[src/rtl/debug_mem_loader_pkg.sv]
// Shared definitions for the debug memory loader: FSM state encoding, command
// byte field positions, default response bytes and the command legality check.
// Configuration macro: DEBUG_LOADER_AUTOINC_EN (address auto-increment / burst load).
package debug_mem_loader_pkg;

  typedef enum logic [2:0] {
    StIdle,
    StAddr,
    StData,
    StWrite,
    StRdWait,
    StResp,
    StErr
  } state_e;

  // Command byte fields
  localparam int unsigned CMD_TARGET_BIT = 7;  // 0 InstRAM, 1 DataRAM
  localparam int unsigned CMD_AUTO_BIT   = 1;  // use auto-increment address register
  localparam int unsigned CMD_OP_BIT     = 0;  // 0 read, 1 write

  localparam logic [7:0] DEF_ACK_BYTE = 8'hA5;
  localparam logic [7:0] DEF_ERR_BYTE = 8'hEE;

  // Reserved bits [6:2] must be zero; bit 1 only legal with auto-increment built in.
  function automatic logic cmd_legal(input logic [7:0] cmd, input logic autoinc_en);
    return (cmd[6:2] == 5'd0) && (autoinc_en || !cmd[CMD_AUTO_BIT]);
  endfunction

endpackage

[src/rtl/dbg_word_shifter.sv]
// 32-bit little-endian byte assembler / serializer.
// Ports:
//   i_clk, i_rst_n : clock, asynchronous active-low reset
//   i_clr          : reset byte index to 0
//   i_push, i_byte : store i_byte at the current index, advance index
//   i_load, i_word : load a whole word, index back to 0
//   i_pop          : advance index (serializer side)
//   o_word         : assembled word
//   o_byte         : byte at current index
//   o_idx          : current byte index
module dbg_word_shifter (
  input  logic        i_clk,
  input  logic        i_rst_n,
  input  logic        i_clr,
  input  logic        i_push,
  input  logic [7:0]  i_byte,
  input  logic        i_load,
  input  logic [31:0] i_word,
  input  logic        i_pop,
  output logic [31:0] o_word,
  output logic [7:0]  o_byte,
  output logic [1:0]  o_idx
);

  logic [31:0] r_word;
  logic [1:0]  r_idx;

  always_ff @(posedge i_clk or negedge i_rst_n) begin
    if (!i_rst_n) begin
      r_word <= 32'd0;
      r_idx  <= 2'd0;
    end else if (i_clr) begin
      r_idx <= 2'd0;
    end else if (i_load) begin
      r_word <= i_word;
      r_idx  <= 2'd0;
    end else if (i_push) begin
      r_word[{r_idx, 3'b000} +: 8] <= i_byte;
      r_idx <= r_idx + 2'd1;
    end else if (i_pop) begin
      r_idx <= r_idx + 2'd1;
    end
  end

  assign o_word = r_word;
  assign o_byte = r_word[{r_idx, 3'b000} +: 8];
  assign o_idx  = r_idx;

endmodule

[src/rtl/debug_mem_loader.sv]
// Byte-stream master for the core's debug memory port 2 (InstRAM / DataRAM).
// Host bytes on the rx stream are decoded into single-word reads and writes;
// read data, write acks and error bytes go back on the tx stream.
// Configuration macro: DEBUG_LOADER_AUTOINC_EN (cmd[1]=1 reuses an internal address
// register that tracks the last access + 4; otherwise cmd[1]=1 is illegal).
// Ports:
//   i_clk, i_rst_n                 : clock, asynchronous active-low reset
//   i_rx_data/i_rx_valid/o_rx_ready : command/payload byte stream in
//   o_tx_data/o_tx_valid/i_tx_ready : response byte stream out
//   o_inst_a2/wd2/we2, i_inst_rd2   : InstRAM port 2
//   o_data_a2/wd2/we2, i_data_rd2   : DataRAM port 2
//   o_busy                          : high whenever not idle
module debug_mem_loader
  import debug_mem_loader_pkg::*;
#(
  parameter int unsigned TIMEOUT_CYCLES = 1000000,
  parameter int unsigned RD_LATENCY     = 1,
  parameter logic [7:0]  ACK_BYTE       = DEF_ACK_BYTE,
  parameter logic [7:0]  ERR_BYTE       = DEF_ERR_BYTE
) (
  input  logic        i_clk,
  input  logic        i_rst_n,
  input  logic [7:0]  i_rx_data,
  input  logic        i_rx_valid,
  output logic        o_rx_ready,
  output logic [7:0]  o_tx_data,
  output logic        o_tx_valid,
  input  logic        i_tx_ready,
  output logic [31:0] o_inst_a2,
  output logic [31:0] o_inst_wd2,
  output logic [3:0]  o_inst_we2,
  input  logic [31:0] i_inst_rd2,
  output logic [31:0] o_data_a2,
  output logic [31:0] o_data_wd2,
  output logic [3:0]  o_data_we2,
  input  logic [31:0] i_data_rd2,
  output logic        o_busy
);

`ifdef DEBUG_LOADER_AUTOINC_EN
  localparam logic AUTOINC_EN = 1'b1;
`else
  localparam logic AUTOINC_EN = 1'b0;
`endif

  localparam int unsigned TMR_W = $clog2(TIMEOUT_CYCLES + 1);

  state_e             r_state, w_state_d;
  logic               r_tgt, r_wr;
  logic [31:0]        r_addr;
  logic [TMR_W-1:0]   r_timer;
  logic [1:0]         r_lat;

  logic               w_rx_ready, w_accept, w_tx_valid, w_tx_hs, w_timeout;
  logic               w_sh_clr, w_sh_push, w_sh_load, w_sh_pop;
  logic [31:0]        w_sh_word, w_rd_word;
  logic [7:0]         w_sh_byte;
  logic [1:0]         w_sh_idx;
  logic               w_cmd_take, w_addr_load, w_use_auto, w_access_done;
  logic               w_mem_active;

`ifdef DEBUG_LOADER_AUTOINC_EN
  logic [31:0]        r_auto;
`endif

  assign w_rx_ready = (r_state == StIdle) || (r_state == StAddr) || (r_state == StData);
  assign w_accept   = i_rx_valid && w_rx_ready;
  assign w_tx_valid = (r_state == StResp) || (r_state == StErr);
  assign w_tx_hs    = w_tx_valid && i_tx_ready;
  assign w_timeout  = (r_timer == TMR_W'(TIMEOUT_CYCLES - 1));
  assign w_rd_word  = r_tgt ? i_data_rd2 : i_inst_rd2;

  dbg_word_shifter u_shifter (
    .i_clk   (i_clk),
    .i_rst_n (i_rst_n),
    .i_clr   (w_sh_clr),
    .i_push  (w_sh_push),
    .i_byte  (i_rx_data),
    .i_load  (w_sh_load),
    .i_word  (w_rd_word),
    .i_pop   (w_sh_pop),
    .o_word  (w_sh_word),
    .o_byte  (w_sh_byte),
    .o_idx   (w_sh_idx)
  );

  always_ff @(posedge i_clk or negedge i_rst_n) begin
    if (!i_rst_n) begin
      r_state <= StIdle;
    end else begin
      r_state <= w_state_d;
    end
  end

  always_comb begin
    w_state_d     = r_state;
    w_sh_clr      = 1'b0;
    w_sh_push     = 1'b0;
    w_sh_load     = 1'b0;
    w_sh_pop      = 1'b0;
    w_cmd_take    = 1'b0;
    w_addr_load   = 1'b0;
    w_use_auto    = 1'b0;
    w_access_done = 1'b0;
    unique case (r_state)
      StIdle: begin
        if (w_accept) begin
          w_sh_clr = 1'b1;
          if (!cmd_legal(i_rx_data, AUTOINC_EN)) begin
            w_state_d = StErr;
          end else begin
            w_cmd_take = 1'b1;
            w_state_d  = StAddr;
`ifdef DEBUG_LOADER_AUTOINC_EN
            if (i_rx_data[CMD_AUTO_BIT]) begin
              w_use_auto = 1'b1;
              w_state_d  = i_rx_data[CMD_OP_BIT] ? StData : StRdWait;
            end
`endif
          end
        end
      end
      StAddr: begin
        if (w_accept) begin
          w_sh_push = 1'b1;
          if (w_sh_idx == 2'd3) begin
            w_addr_load = 1'b1;
            w_state_d   = r_wr ? StData : StRdWait;
          end
        end else if (w_timeout) begin
          w_state_d = StIdle;
        end
      end
      StData: begin
        if (w_accept) begin
          w_sh_push = 1'b1;
          if (w_sh_idx == 2'd3) w_state_d = StWrite;
        end else if (w_timeout) begin
          w_state_d = StIdle;
        end
      end
      StWrite: begin
        w_access_done = 1'b1;
        w_state_d     = StResp;
      end
      StRdWait: begin
        // RD2 is sampled on the last of RD_LATENCY address cycles
        if (r_lat == 2'(RD_LATENCY - 1)) begin
          w_sh_load     = 1'b1;
          w_access_done = 1'b1;
          w_state_d     = StResp;
        end
      end
      StResp: begin
        if (w_tx_hs) begin
          if (r_wr || (w_sh_idx == 2'd3)) w_state_d = StIdle;
          else                            w_sh_pop  = 1'b1;
        end
      end
      StErr: begin
        if (w_tx_hs) w_state_d = StIdle;
      end
      default: w_state_d = StIdle;
    endcase
  end

  always_ff @(posedge i_clk or negedge i_rst_n) begin
    if (!i_rst_n) begin
      r_tgt   <= 1'b0;
      r_wr    <= 1'b0;
      r_addr  <= 32'd0;
      r_timer <= '0;
      r_lat   <= 2'd0;
    end else begin
      if (w_cmd_take) begin
        r_tgt <= i_rx_data[CMD_TARGET_BIT];
        r_wr  <= i_rx_data[CMD_OP_BIT];
      end
      if (w_addr_load) begin
        r_addr <= {i_rx_data, w_sh_word[23:0]};
      end
`ifdef DEBUG_LOADER_AUTOINC_EN
      else if (w_use_auto) begin
        r_addr <= r_auto;
      end
`endif
      // Idle-gap counter only runs while a command is partially received
      if (w_accept || !((r_state == StAddr) || (r_state == StData))) r_timer <= '0;
      else                                                           r_timer <= r_timer + TMR_W'(1);
      if (r_state == StRdWait) r_lat <= r_lat + 2'd1;
      else                     r_lat <= 2'd0;
    end
  end

`ifdef DEBUG_LOADER_AUTOINC_EN
  always_ff @(posedge i_clk or negedge i_rst_n) begin
    if (!i_rst_n) begin
      r_auto <= 32'd0;
    end else if (w_access_done) begin
      r_auto <= r_addr + 32'd4;
    end
  end
`endif

  // Memory port drive: only the selected port sees address/data, and only while accessing
  assign w_mem_active = (r_state == StWrite) || (r_state == StRdWait);

  always_comb begin
    o_inst_a2  = 32'd0;
    o_inst_wd2 = 32'd0;
    o_inst_we2 = 4'h0;
    o_data_a2  = 32'd0;
    o_data_wd2 = 32'd0;
    o_data_we2 = 4'h0;
    if (w_mem_active) begin
      if (r_tgt) o_data_a2 = r_addr;
      else       o_inst_a2 = r_addr;
    end
    if (r_state == StWrite) begin
      if (r_tgt) begin
        o_data_wd2 = w_sh_word;
        o_data_we2 = 4'hF;
      end else begin
        o_inst_wd2 = w_sh_word;
        o_inst_we2 = 4'hF;
      end
    end
  end

  always_comb begin
    o_tx_data = 8'd0;
    if (r_state == StErr)       o_tx_data = ERR_BYTE;
    else if (r_state == StResp) o_tx_data = r_wr ? ACK_BYTE : w_sh_byte;
  end

  assign o_tx_valid = w_tx_valid;
  assign o_rx_ready = w_rx_ready;
  assign o_busy     = (r_state != StIdle);

endmodule

[config.mk]
export PLATFORM = sky130hd
export DESIGN_NAME = debug_mem_loader
export DESIGN_NICKNAME = d
export VERILOG_FILES = /design/src/rtl/debug_mem_loader_pkg.sv /design/src/rtl/dbg_word_shifter.sv /design/src/rtl/debug_mem_loader.sv
export SDC_FILE = /design/constraint.sdc
export NUM_CORES = 1
export LEC_CHECK = 0
export CAP_MARGIN = 20
export CORE_MARGIN = 2
export CORE_UTILIZATION = 49
export DETAILED_ROUTE_END_ITERATION = 12
export PLACE_DENSITY_LB_ADDON = 0.12
export SLEW_MARGIN = 10
export SYNTH_ARGS = -nofsm -noshare
export SYNTH_HDL_FRONTEND = slang
export SYNTH_SLANG_ARGS = --single-unit
[constraint.sdc]
create_clock -name i_clk -period 2.8 [get_ports i_clk]
set_input_delay 0.28 -clock i_clk [delete_from_list [all_inputs] [get_ports i_clk]]
set_output_delay 0.28 -clock i_clk [all_outputs]
set_load 0.01 [all_outputs]
==> results of run 1 <==
[power by group through the flow]
| stage | Clock [mW] | Sequential (mW) | Combinational, mW |
|---|---|---|---|
| after global placement | 0 | 2.16 | 2.26 |
| after detailed placement | 0 | 2.19 | 2.35 |
| after CTS | 1.16 | 2.17 | 2.36 |
| after global routing | 1.22 | 2.22 | 2.68 |
| after floorplan | 0 | 1.83 | 1.68 |
| final | 1.15 | 2.19 | 2.48 |
[cells by family (layout without fill, tap and decap cells)]
logic type	Yosys count	after routing	share of synthesized area
compound gates	103	103	0.0969
buf+inv	61	277	0.0461
simple gates	287	287	0.274
fa+ha+maj	6	6	0.0127
xor+xnor	15	15	0.0222
flops	93	93	0.393
mux	77	77	0.155
[metal layers]
layer | share of wire | global-route usage | wire (µm) | vias up
li1 | - | - | - | 2643
met1 | 0.40 | 0.385 | 7830 | 2688
met2 | 0.47 | 0.505 | 9110 | 345
met3 | 0.090 | 0.0643 | 1750 | 54
met4 | 0.036 | 0.129 | 699 | 0
met5 | 0 | 0 | 0 | -
[area by class of cell]
class	instances	area, µm²
multi-input combinational	488	3340
fill	915	3310
timing repair buffer	249	2430
sequential	93	2330
clock buffer	9	225
tap	147	184
clock inverter	7	56.3
inverter	12	45.0
[how the worst min path moves through the flow]
stage / endpoint / slack (ns) / cells after the start / from
floorplan: r_addr[0]$_DFFE_PN0P_ / -0.02 / 0 / i_rst_n
global placement: r_timer[10]$_DFF_PN0_ / 0.37 / 1 / i_rst_n
detailed placement: r_timer[9]$_DFF_PN0_ / 0.38 / 1 / i_rst_n
CTS: r_timer[9]$_DFF_PN0_ / 0.02 / 1 / i_rst_n
global route: r_timer[9]$_DFF_PN0_ / 0.04 / 1 / i_rst_n
finish: r_timer[9]$_DFF_PN0_ / -0.03 / 1 / i_rst_n
[critical path, cell delays in order, from the launching register on]
cell and delay, ns:
dfrtp_2 0.49, nand2_1 0.16, nor2_2 0.15, a21oi_1 0.08, nor2b_2 0.25, buf_6 0.22
and2_1 0.16, clkdlybuf4s50_1 0.54
[cells in the final DEF, fill, tap and decap left out, types with 2 or more instances in the layout]
master           instances
clkdlybuf4s50_1        221
nand2b_1                 4
mux4_2                   8
nor2_2                   3
xor2_1                   7
clkinvlp_4               3
nor2_1                  50
a22o_1                   2
nand4_1                  4
mux2_2                  35
dfrtp_1                 88
clkbuf_4                 3
nor4_4                   3
ha_1                     6
mux2i_1                 34
xnor2_1                  8
or3_1                    7
nor2b_1                  7
buf_4                   24
and3_1                  38
nand3_1                 10
nand3b_1                 2
nor3_1                   6
inv_6                    2
o21ai_0                 40
clkbuf_16                9
a21oi_1                 44
and4_1                   2
and2_1                  99
inv_1                   12
a21boi_0                 3
a31oi_1                  5
nand2_1                 43
dfrtp_2                  5
[sequential cells by signal, summed over array words and instances, names as in the netlist]
name              count
r_timer              20
r_addr               32
r_tgt                 1
r_wr                  1
u_shifter.o_word     32
r_lat                 2
r_state               3
u_shifter.o_idx       2
[metrics by stage]
step | area (µm²) | utilization | power (mW) | setup slack (ns) | setup TNS [ns]
global placement | 8260 | 0.693 | 4.42 | 0.299 | 0
finish | 8610 | 0.722 | 5.82 | 0.105 | 0
global route | 8610 | 0.722 | 6.12 | -0.0290 | -0.0619
detailed placement | 8260 | 0.693 | 4.54 | 0.247 | 0
CTS | 8540 | 0.717 | 5.70 | 0.00184 | 0
floorplan | 5920 | - | 3.51 | 0.889 | 0
[timing repair]
action                                  CTS  global route
hold buffers                              0             0
resized for setup                         3             4
buffers inserted                          0             4
endpoints found under the setup margin   31            49
==> flow_metrics.py, run 1 <==
metrics = {
    "placement": {
        "port-buffer-count": 222,
        "post-dp-hpwl_mm": 14.8,
        "dp.cells": 982,
        "gp_congestion": 0.888,
    },
    "finish": {
        "final_cells": 1005,
        "fin_nets": 935,
        "drive_above_1_share": 0.122,
        "syn2layout_area_growth_pct": 45.5,
        "num_antenna_cells": 0,
    },
    "power_and_ir_drop": {
        "vdd_drop_max_uv": 373,
        "p_seq_frac": 0.376,
        "power_per_cell_area_nw_per_um2": 676,
        "switchingPower_mw": 2.46,
        "intPower_mw": 3.36,
        "power.leakage_nw": 3.59,
        "pwr-share-comb": 0.426,
        "swShare": 0.422,
        "p_clk_frac": 0.198,
    },
    "synth": {
        "synthCells": 642,
        "synth_common_cells": "and2_1 (99), dfrtp_1 (93), nor2_1 (53)",
        "synth_cell_types": 46,
        "syn_nets": 724,
        "yosys.area.top_type": "dfrtp_1",
        "syn_area_um2": 5920,
        "synth_ff_type": "dfrtp_1",
        "synthArstFlopShare": 1.00,
        "synth_warnings": 0,
        "seq_area_frac_synth": 0.393,
        "yosysTopAreaCellShare": 0.393,
        "yosysMostFrequentCell": "and2_1",
        "syn-mean-instance-area_um2": 9.21,
        "synth_area_leaders": "dfrtp_1 (39%), and2_1 (10%), mux2_2 (6.7%), mux2i_1 (5.8%), and3_1 (4.0%)",
        "synth_edf_count": 0,
        "synth-seq-cells": 93,
    },
    "global_route": {
        "grt_max_degree": 58,
        "grt_pass1_wl_mm": 30.1,
        "grt-ovfl-total": 0,
        "grtUsageTotal": 0.303,
        "antenna_found_initial": 0,
        "grt_pass1_vias": 5673,
    },
    "job": {
        "maxCapViolCount": 0,
    },
    "sta": {
        "rsz0062_at_grt": "true",
        "tightest_slew_ns": 0.997,
        "fin_skew_ns": 0.00422,
        "whs_ns": -0.0329,
        "setup_viol": 0,
        "period_share": 0.962,
        "max_slew_margin": 0.332,
        "maxSlewViolCount": 0,
        "fmax_ghz": 0.371,
        "final_hold_viol_count": 9,
        "fin_crit_ns": 2.69,
    },
    "clock_network": {
        "insertion_delay_ns": 0.35,
        "clk_pin_slew_ns": 0.07,
        "clock-sinks": 93,
        "htree_levels": 3,
        "ctsRootBufferMaster": "clkbuf_16",
        "tritoncts": "yes",
        "numCtsBuffers": 9,
        "clock_path_buffers": 2,
    },
    "critical_path": {
        "crit-reg2reg-launch": "u_shifter.o_idx[1]$_DFFE_PN0P_",
        "crit_required_ns": 2.52,
        "crit_type": "register to output pin",
        "r2r_setup_slack_ns": 0.47,
        "crit_end": "o_data_a2[1]",
        "arrival_ns": 2.41,
        "ff2ff_path_depth": 6,
        "startpoint_type": "register",
        "r2r-end": "u_shifter.o_word[16]$_DFFE_PN0P_",
        "critPathLaunch": "r_state[1]$_DFFE_PN0P_",
        "cp_max_fo": 22,
        "crit_path_end_kind": "output pin",
    },
    "detailed_routing": {
        "ant_nets": 0,
        "avgRoutedWirePerCell_um": 19.3,
        "drc": 0,
        "drtPass1Iterations": 6,
        "drt_iter0_drc": 449,
        "vias": 5730,
        "via_per_inst": 5.70,
        "finalWirelength_mm": 19.4,
    },
    "outcome": {
        "violations": "negative hold slack",
        "status": "finished, violations left",
    },
    "floorplan": {
        "chipHeight_um": 114,
        "start_util": 0.497,
        "ios": 223,
        "core_area_um2": 11900,
        "rows": 40,
        "die_w_um": 114,
        "die_area_um2": 13000,
    },
    "worst_hold_path": {
        "min_path_type": "input port to async pin",
    },
}
Power figures use the tool's default switching activity.
==> run 2, diff against run 1 <==
--- a/config.mk
+++ b/config.mk
@@ -5,9 +5,11 @@
 export SDC_FILE = /design/constraint.sdc
 export NUM_CORES = 1
 export LEC_CHECK = 0
+export ABC_AREA = 1
 export CAP_MARGIN = 20
-export CORE_MARGIN = 2
-export CORE_UTILIZATION = 49
+export CELL_PAD_IN_SITES_DETAIL_PLACEMENT = 0
+export CELL_PAD_IN_SITES_GLOBAL_PLACEMENT = 1
+export CORE_UTILIZATION = 34
 export DETAILED_ROUTE_END_ITERATION = 12
 export PLACE_DENSITY_LB_ADDON = 0.12
 export SLEW_MARGIN = 10
==> flow_metrics.py, run 2 <==
metrics = {
    "outcome": {
        "status": "finished clean",
    },
    "synth": {
        "synth_cell_types": 38,
        "synthArstFlopShare": 1.00,
        "yosysMostFrequentCell": "nand2_1",
        "yosysTopAreaCellShare": 0.377,
        "synth_area_leaders": "dfrtp_1 (38%), nand2_1 (8.6%), nor2_1 (8.3%), inv_1 (7.0%), o21ai_0 (6.7%)",
        "synth_warnings": 0,
        "synth_edf_count": 0,
        "synth_common_cells": "nand2_1 (141), nor2_1 (136), inv_1 (115)",
        "yosys.area.top_type": "dfrtp_1",
        "syn-mean-instance-area_um2": 6.95,
        "synth_ff_type": "dfrtp_1",
        "synth-seq-cells": 93,
        "seq_area_frac_synth": 0.377,
        "syn_area_um2": 6180,
        "synthCells": 889,
        "syn_nets": 971,
    },
    "clock_network": {
        "post-cts-setup-buffers": 0,
        "ctsRootBufferMaster": "clkbuf_16",
        "clock-sinks": 93,
        "numCtsBuffers": 9,
        "clk_pin_slew_ns": 0.07,
        "insertion_delay_ns": 0.35,
        "htree_levels": 3,
        "tritoncts": "yes",
        "clock_path_buffers": 2,
    },
    "placement": {
        "gp_congestion": 0.848,
        "post-dp-hpwl_mm": 16.5,
        "placed_area_um2": 8530,
        "port-buffer-count": 222,
    },
    "detailed_routing": {
        "drt_iter0_drc": 418,
        "drtPass1Iterations": 4,
        "via_per_inst": 4.93,
        "finalWirelength_mm": 22.0,
        "ant_nets": 0,
        "vias": 6489,
        "drc": 0,
        "avgRoutedWirePerCell_um": 16.7,
    },
    "sta": {
        "final_hold_viol_count": 0,
        "rsz0062_at_grt": "false",
        "fmax_ghz": 0.372,
        "fin_skew_ns": 0.00996,
        "setup_viol": 0,
        "max_slew_margin": 0.457,
        "fin_crit_ns": 2.69,
        "final.setup.tns_ns": 0,
        "tightest_slew_ns": 0.815,
        "period_share": 0.959,
        "maxSlewViolCount": 0,
    },
    "worst_hold_path": {
        "min-delay-start": "r_lat[0]$_DFF_PN0_",
        "whs_path_depth": 1,
        "min_path_type": "register to register",
    },
    "floorplan": {
        "rows": 48,
        "core_area_um2": 17500,
        "chipHeight_um": 137,
        "start_util": 0.352,
        "die_area_um2": 18700,
        "die_w_um": 137,
        "ios": 223,
    },
    "finish": {
        "num_antenna_cells": 0,
        "multi_input_area_um2": 3060,
        "final_area_um2": 8850,
        "final_common_cell": "clkdlybuf4s50_1",
        "final_cell_mix": "clkdlybuf4s50_1 (218), nand2_1 (141), nor2_1 (136)",
        "seq_area_um2": 2330,
        "syn2layout_area_growth_pct": 43.3,
        "drive_above_1_share": 0.0881,
        "nFillCells": 1793,
        "fin_nets": 1168,
    },
    "global_route": {
        "grt_pass1_wl_mm": 33.4,
        "antenna_found_initial": 0,
        "grt_pass1_vias": 6017,
        "grt_max_degree": 66,
        "grt-ovfl-total": 0,
        "grtUsageTotal": 0.239,
    },
    "critical_path": {
        "ff2ff_path_depth": 7,
        "cp_common_cell": "nand2_1",
        "crit_type": "register to output pin",
        "startpoint_type": "register",
        "crit-reg2reg-launch": "u_shifter.o_idx[1]$_DFFE_PN0P_",
        "crit_required_ns": 2.52,
        "crit_path_end_kind": "output pin",
        "cp_max_fo": 65,
        "path_buf_inv": 4,
        "path_depth": 8,
        "critPathLaunch": "r_state[1]$_DFFE_PN0P_",
        "cpPeakStageDelay_ns": 0.58,
        "arrival_ns": 2.41,
        "path_delay_family": "buffers and inverters",
        "cp_slowest_cell": "clkdlybuf4s50_1",
        "cp_cell_sequence": "buf_4 -> nor2_4 -> nand2_1 -> nand2_1 -> inv_2 -> buf_12 -> nor3_1 -> clkdlybuf4s50_1",
    },
    "power_and_ir_drop": {
        "power_per_cell_area_nw_per_um2": 700,
        "vdd_drop_max_uv": 413,
        "power.leakage_nw": 3.56,
    },
    "job": {
        "maxCapViolCount": 0,
    },
}
[run 2: per-stage QoR]
| stage | std cells | setup WS [ns] | hold WS (ns) | util | total power, mW |
|---|---|---|---|---|---|
| 4_1_cts | 1315 | 0.0693 | 0.429 | 0.504 | 6.21 |
| 2_1_floorplan | 889 | 0.799 | -0.0156 | - | 3.82 |
| 5_1_grt | 1315 | 0.00144 | 0.452 | 0.505 | 6.64 |
| 3_3_place_gp | 1299 | 0.469 | 0.362 | 0.486 | 4.95 |
| 3_5_place_dp | 1299 | 0.436 | 0.364 | 0.486 | 4.95 |
| 6_report | 1315 | 0.114 | 0.426 | 0.505 | 6.19 |
[run 2: cell type report]
type | count | area share
multi-input combinational | 618 | 0.346
timing repair buffer | 245 | 0.274
sequential | 93 | 0.263
inverter | 119 | 0.0509
tap | 225 | 0.0318
clock buffer | 10 | 0.0270
clock inverter | 5 | 0.00679
[run 2: power breakdown]
group          leakage, nW  switching, mW  internal, mW
logic                 2.15           2.13         0.985
clock network        0.145          0.533         0.715
registers             1.27          0.193          1.64
[run 2: what timing repair did]
item | in CTS | in global routing
endpoints found under the setup margin | 0 | 13
hold buffers | 1 | 0
endpoints found under the hold margin | 2 | 0
gates resized for setup | 0 | 6
[run 2: worst register-to-register path: cells and delay by family (launching register included)]
family | cells | cell delay (ns)
adder cells (fa/ha/maj) | 1 | 0.39
AO/OA/AOI/OAI | 2 | 0.53
flip-flops | 1 | 0.49
buffers and inverters | 2 | 0.58
AND/OR/NAND/NOR | 2 | 0.26
[run 2: path summary, 6_finish.rpt]
path,endpoint,slack (ns)
setup / recovery,o_inst_a2[25],0.11
hold / removal,r_lat[0]$_DFF_PN0_,0.43
setup reg to reg,u_shifter.o_word[12]$_DFFE_PN0P_,0.41
hold reg to reg,r_lat[0]$_DFF_PN0_,0.43
max in group asynchronous,r_state[0]$_DFFE_PN0P_,1.56
min in group asynchronous,r_state[2]$_DFFE_PN0P_,0.49
[run 2: kinds of logic after synthesis]
logic type | Yosys count | synth area share
flops | 93 | 0.377
xor+xnor | 3 | 0.00425
compound gates | 195 | 0.192
buf+inv | 178 | 0.128
fa+ha+maj | 6 | 0.0122
simple gates | 414 | 0.287
[run 2: per-layer routing]
layer | global-route usage | part of all wire
met1 | 0.340 | 0.49
met2 | 0.375 | 0.44
met3 | 0.0359 | 0.057
met4 | 0.0629 | 0.012
met5 | 0 | 0
==> run 3, diff against run 2 <==
--- a/config.mk
+++ b/config.mk
@@ -11,6 +11,8 @@
 export CELL_PAD_IN_SITES_GLOBAL_PLACEMENT = 1
 export CORE_UTILIZATION = 34
 export DETAILED_ROUTE_END_ITERATION = 12
+export HOLD_SLACK_MARGIN = 0.12
+export MAX_ROUTING_LAYER = met4
 export PLACE_DENSITY_LB_ADDON = 0.12
 export SLEW_MARGIN = 10
 export SYNTH_ARGS = -nofsm -noshare
==> flow_metrics.py, run 3 (synthesis results as in run 2) <==
metrics = {
    "critical_path": {
        "crit_required_ns": 2.52,
        "cp_slowest_cell": "clkdlybuf4s50_1",
        "cp_cell_sequence": "buf_4 -> nor2_4 -> nand2_1 -> nand2_1 -> inv_2 -> buf_12 -> nor3_1 -> clkdlybuf4s50_1",
        "cp_common_cell": "nand2_1",
        "crit_path_end_kind": "output pin",
        "arrival_ns": 2.41,
        "cpPeakStageDelay_ns": 0.58,
        "cp_max_fo": 65,
        "crit_type": "register to output pin",
        "startpoint_type": "register",
    },
    "sta": {
        "period_share": 0.962,
        "fin_skew_ns": 0.0108,
        "final_hold_viol_count": 0,
        "fin_crit_ns": 2.69,
        "maxSlewViolCount": 0,
        "max_slew_margin": 0.455,
        "final.setup.tns_ns": 0,
        "whs_ns": 0.426,
        "fmax_ghz": 0.371,
        "rsz0062_at_grt": "false",
        "setup_viol": 0,
        "tightest_slew_ns": 0.818,
    },
    "clock_network": {
        "htree_levels": 3,
        "ctsRootBufferMaster": "clkbuf_16",
        "numCtsBuffers": 9,
        "clock_path_buffers": 2,
        "clk_pin_slew_ns": 0.07,
        "tritoncts": "yes",
        "insertion_delay_ns": 0.35,
        "clock-sinks": 93,
    },
    "detailed_routing": {
        "vias": 6501,
        "ant_nets": 0,
        "via_per_inst": 4.94,
        "drtPass1Iterations": 5,
        "drt_iter0_drc": 413,
        "avgRoutedWirePerCell_um": 16.7,
        "drc": 0,
        "finalWirelength_mm": 22.0,
    },
    "placement": {
        "post-dp-hpwl_mm": 16.5,
        "gp_congestion": 0.861,
        "port-buffer-count": 222,
        "placed_area_um2": 8530,
    },
    "floorplan": {
        "start_util": 0.352,
        "ios": 223,
        "chipHeight_um": 137,
        "rows": 48,
        "core_area_um2": 17500,
        "die_area_um2": 18700,
        "die_w_um": 137,
    },
    "finish": {
        "final_cell_mix": "clkdlybuf4s50_1 (218), nand2_1 (141), nor2_1 (136)",
        "fin_nets": 1168,
        "num_antenna_cells": 0,
        "seq_area_um2": 2330,
        "nFillCells": 1793,
        "final_common_cell": "clkdlybuf4s50_1",
        "drive_above_1_share": 0.0881,
        "multi_input_area_um2": 3060,
        "syn2layout_area_growth_pct": 43.3,
        "final_area_um2": 8850,
    },
    "global_route": {
        "grt_max_degree": 66,
        "grt-ovfl-total": 0,
        "grt_pass1_vias": 6015,
        "grtUsageTotal": 0.246,
        "antenna_found_initial": 0,
        "grt_pass1_wl_mm": 33.4,
    },
    "worst_hold_path": {
        "min_path_type": "register to register",
    },
    "outcome": {
        "status": "finished clean",
    },
    "power_and_ir_drop": {
        "power_per_cell_area_nw_per_um2": 701,
        "vdd_drop_max_uv": 415,
        "power.leakage_nw": 3.56,
    },
    "job": {
        "maxCapViolCount": 0,
    },
}
run 3: cell counts in the layout (fill, tap and decap cells not counted):
No cell type changed its count.
run 3: repair_timing:
action | CTS | global route
endpoints found under the setup margin | 0 | 13
resized for setup | 0 | 6
buffers inserted | 0 | 0
hold buffers | 1 | 0
endpoints found under the hold margin | 48 | 0
run 3: metrics by stage:
| stage | utilization | std cells | worst slack, ns | power [mW] |
|---|---|---|---|---|
| 4_1_cts | 0.504 | 1315 | 0.0693 | 6.21 |
| 3_5_place_dp | 0.486 | 1299 | 0.436 | 4.95 |
| 3_3_place_gp | 0.486 | 1299 | 0.469 | 4.95 |
| 2_1_floorplan | - | 889 | 0.799 | 3.82 |
| 6_report | 0.505 | 1315 | 0.106 | 6.21 |
| 5_1_grt | 0.505 | 1315 | 0.00299 | 6.64 |
run 3: layout make-up:
class                           count  share of cell area
Clock buffer                       10              0.0270
Inverter                          119              0.0509
Clock inverter                      5             0.00679
Tap cell                          225              0.0318
Timing Repair Buffer              245               0.274
Sequential cell                    93               0.263
Multi-Input combinational cell    618               0.346
run 3: worst max-delay path: cells and delay by family (launching register included):
kind,cells,cell delay (ns)
and+or+nand+nor,4,0.62
buffers and inverters,4,0.99
DFF,1,0.41
run 3: per-layer routing:
layer	GRT usage	vias up	share of wire
met5	-	-	0
met1	0.342	2973	0.49
met3	0.0315	18	0.055
met2	0.376	238	0.45
met4	0.0629	0	0.011
li1	-	3272	-
run 3: where the power goes:
part	internal [mW]	total (mW)	switching [mW]
registers	1.64	1.83	0.191
logic	0.985	3.12	2.14
clock network	0.715	1.25	0.537
total	3.34	6.21	2.87
run 3: worst paths after layout:
path,from,to,slack [ns],cells past startpoint
worst max-delay path,r_state[1]$_DFFE_PN0P_,o_inst_a2[25],0.11,8
worst max register to register,u_shifter.o_idx[1]$_DFFE_PN0P_,u_shifter.o_word[5]$_DFFE_PN0P_,0.43,6
min in group asynchronous,i_rst_n,r_state[2]$_DFFE_PN0P_,0.49,2
worst min register to register,r_lat[0]$_DFF_PN0_,r_lat[0]$_DFF_PN0_,0.43,1
worst min-delay path,r_lat[0]$_DFF_PN0_,r_lat[0]$_DFF_PN0_,0.43,1
max in group asynchronous,i_rst_n,r_state[0]$_DFFE_PN0P_,1.57,3
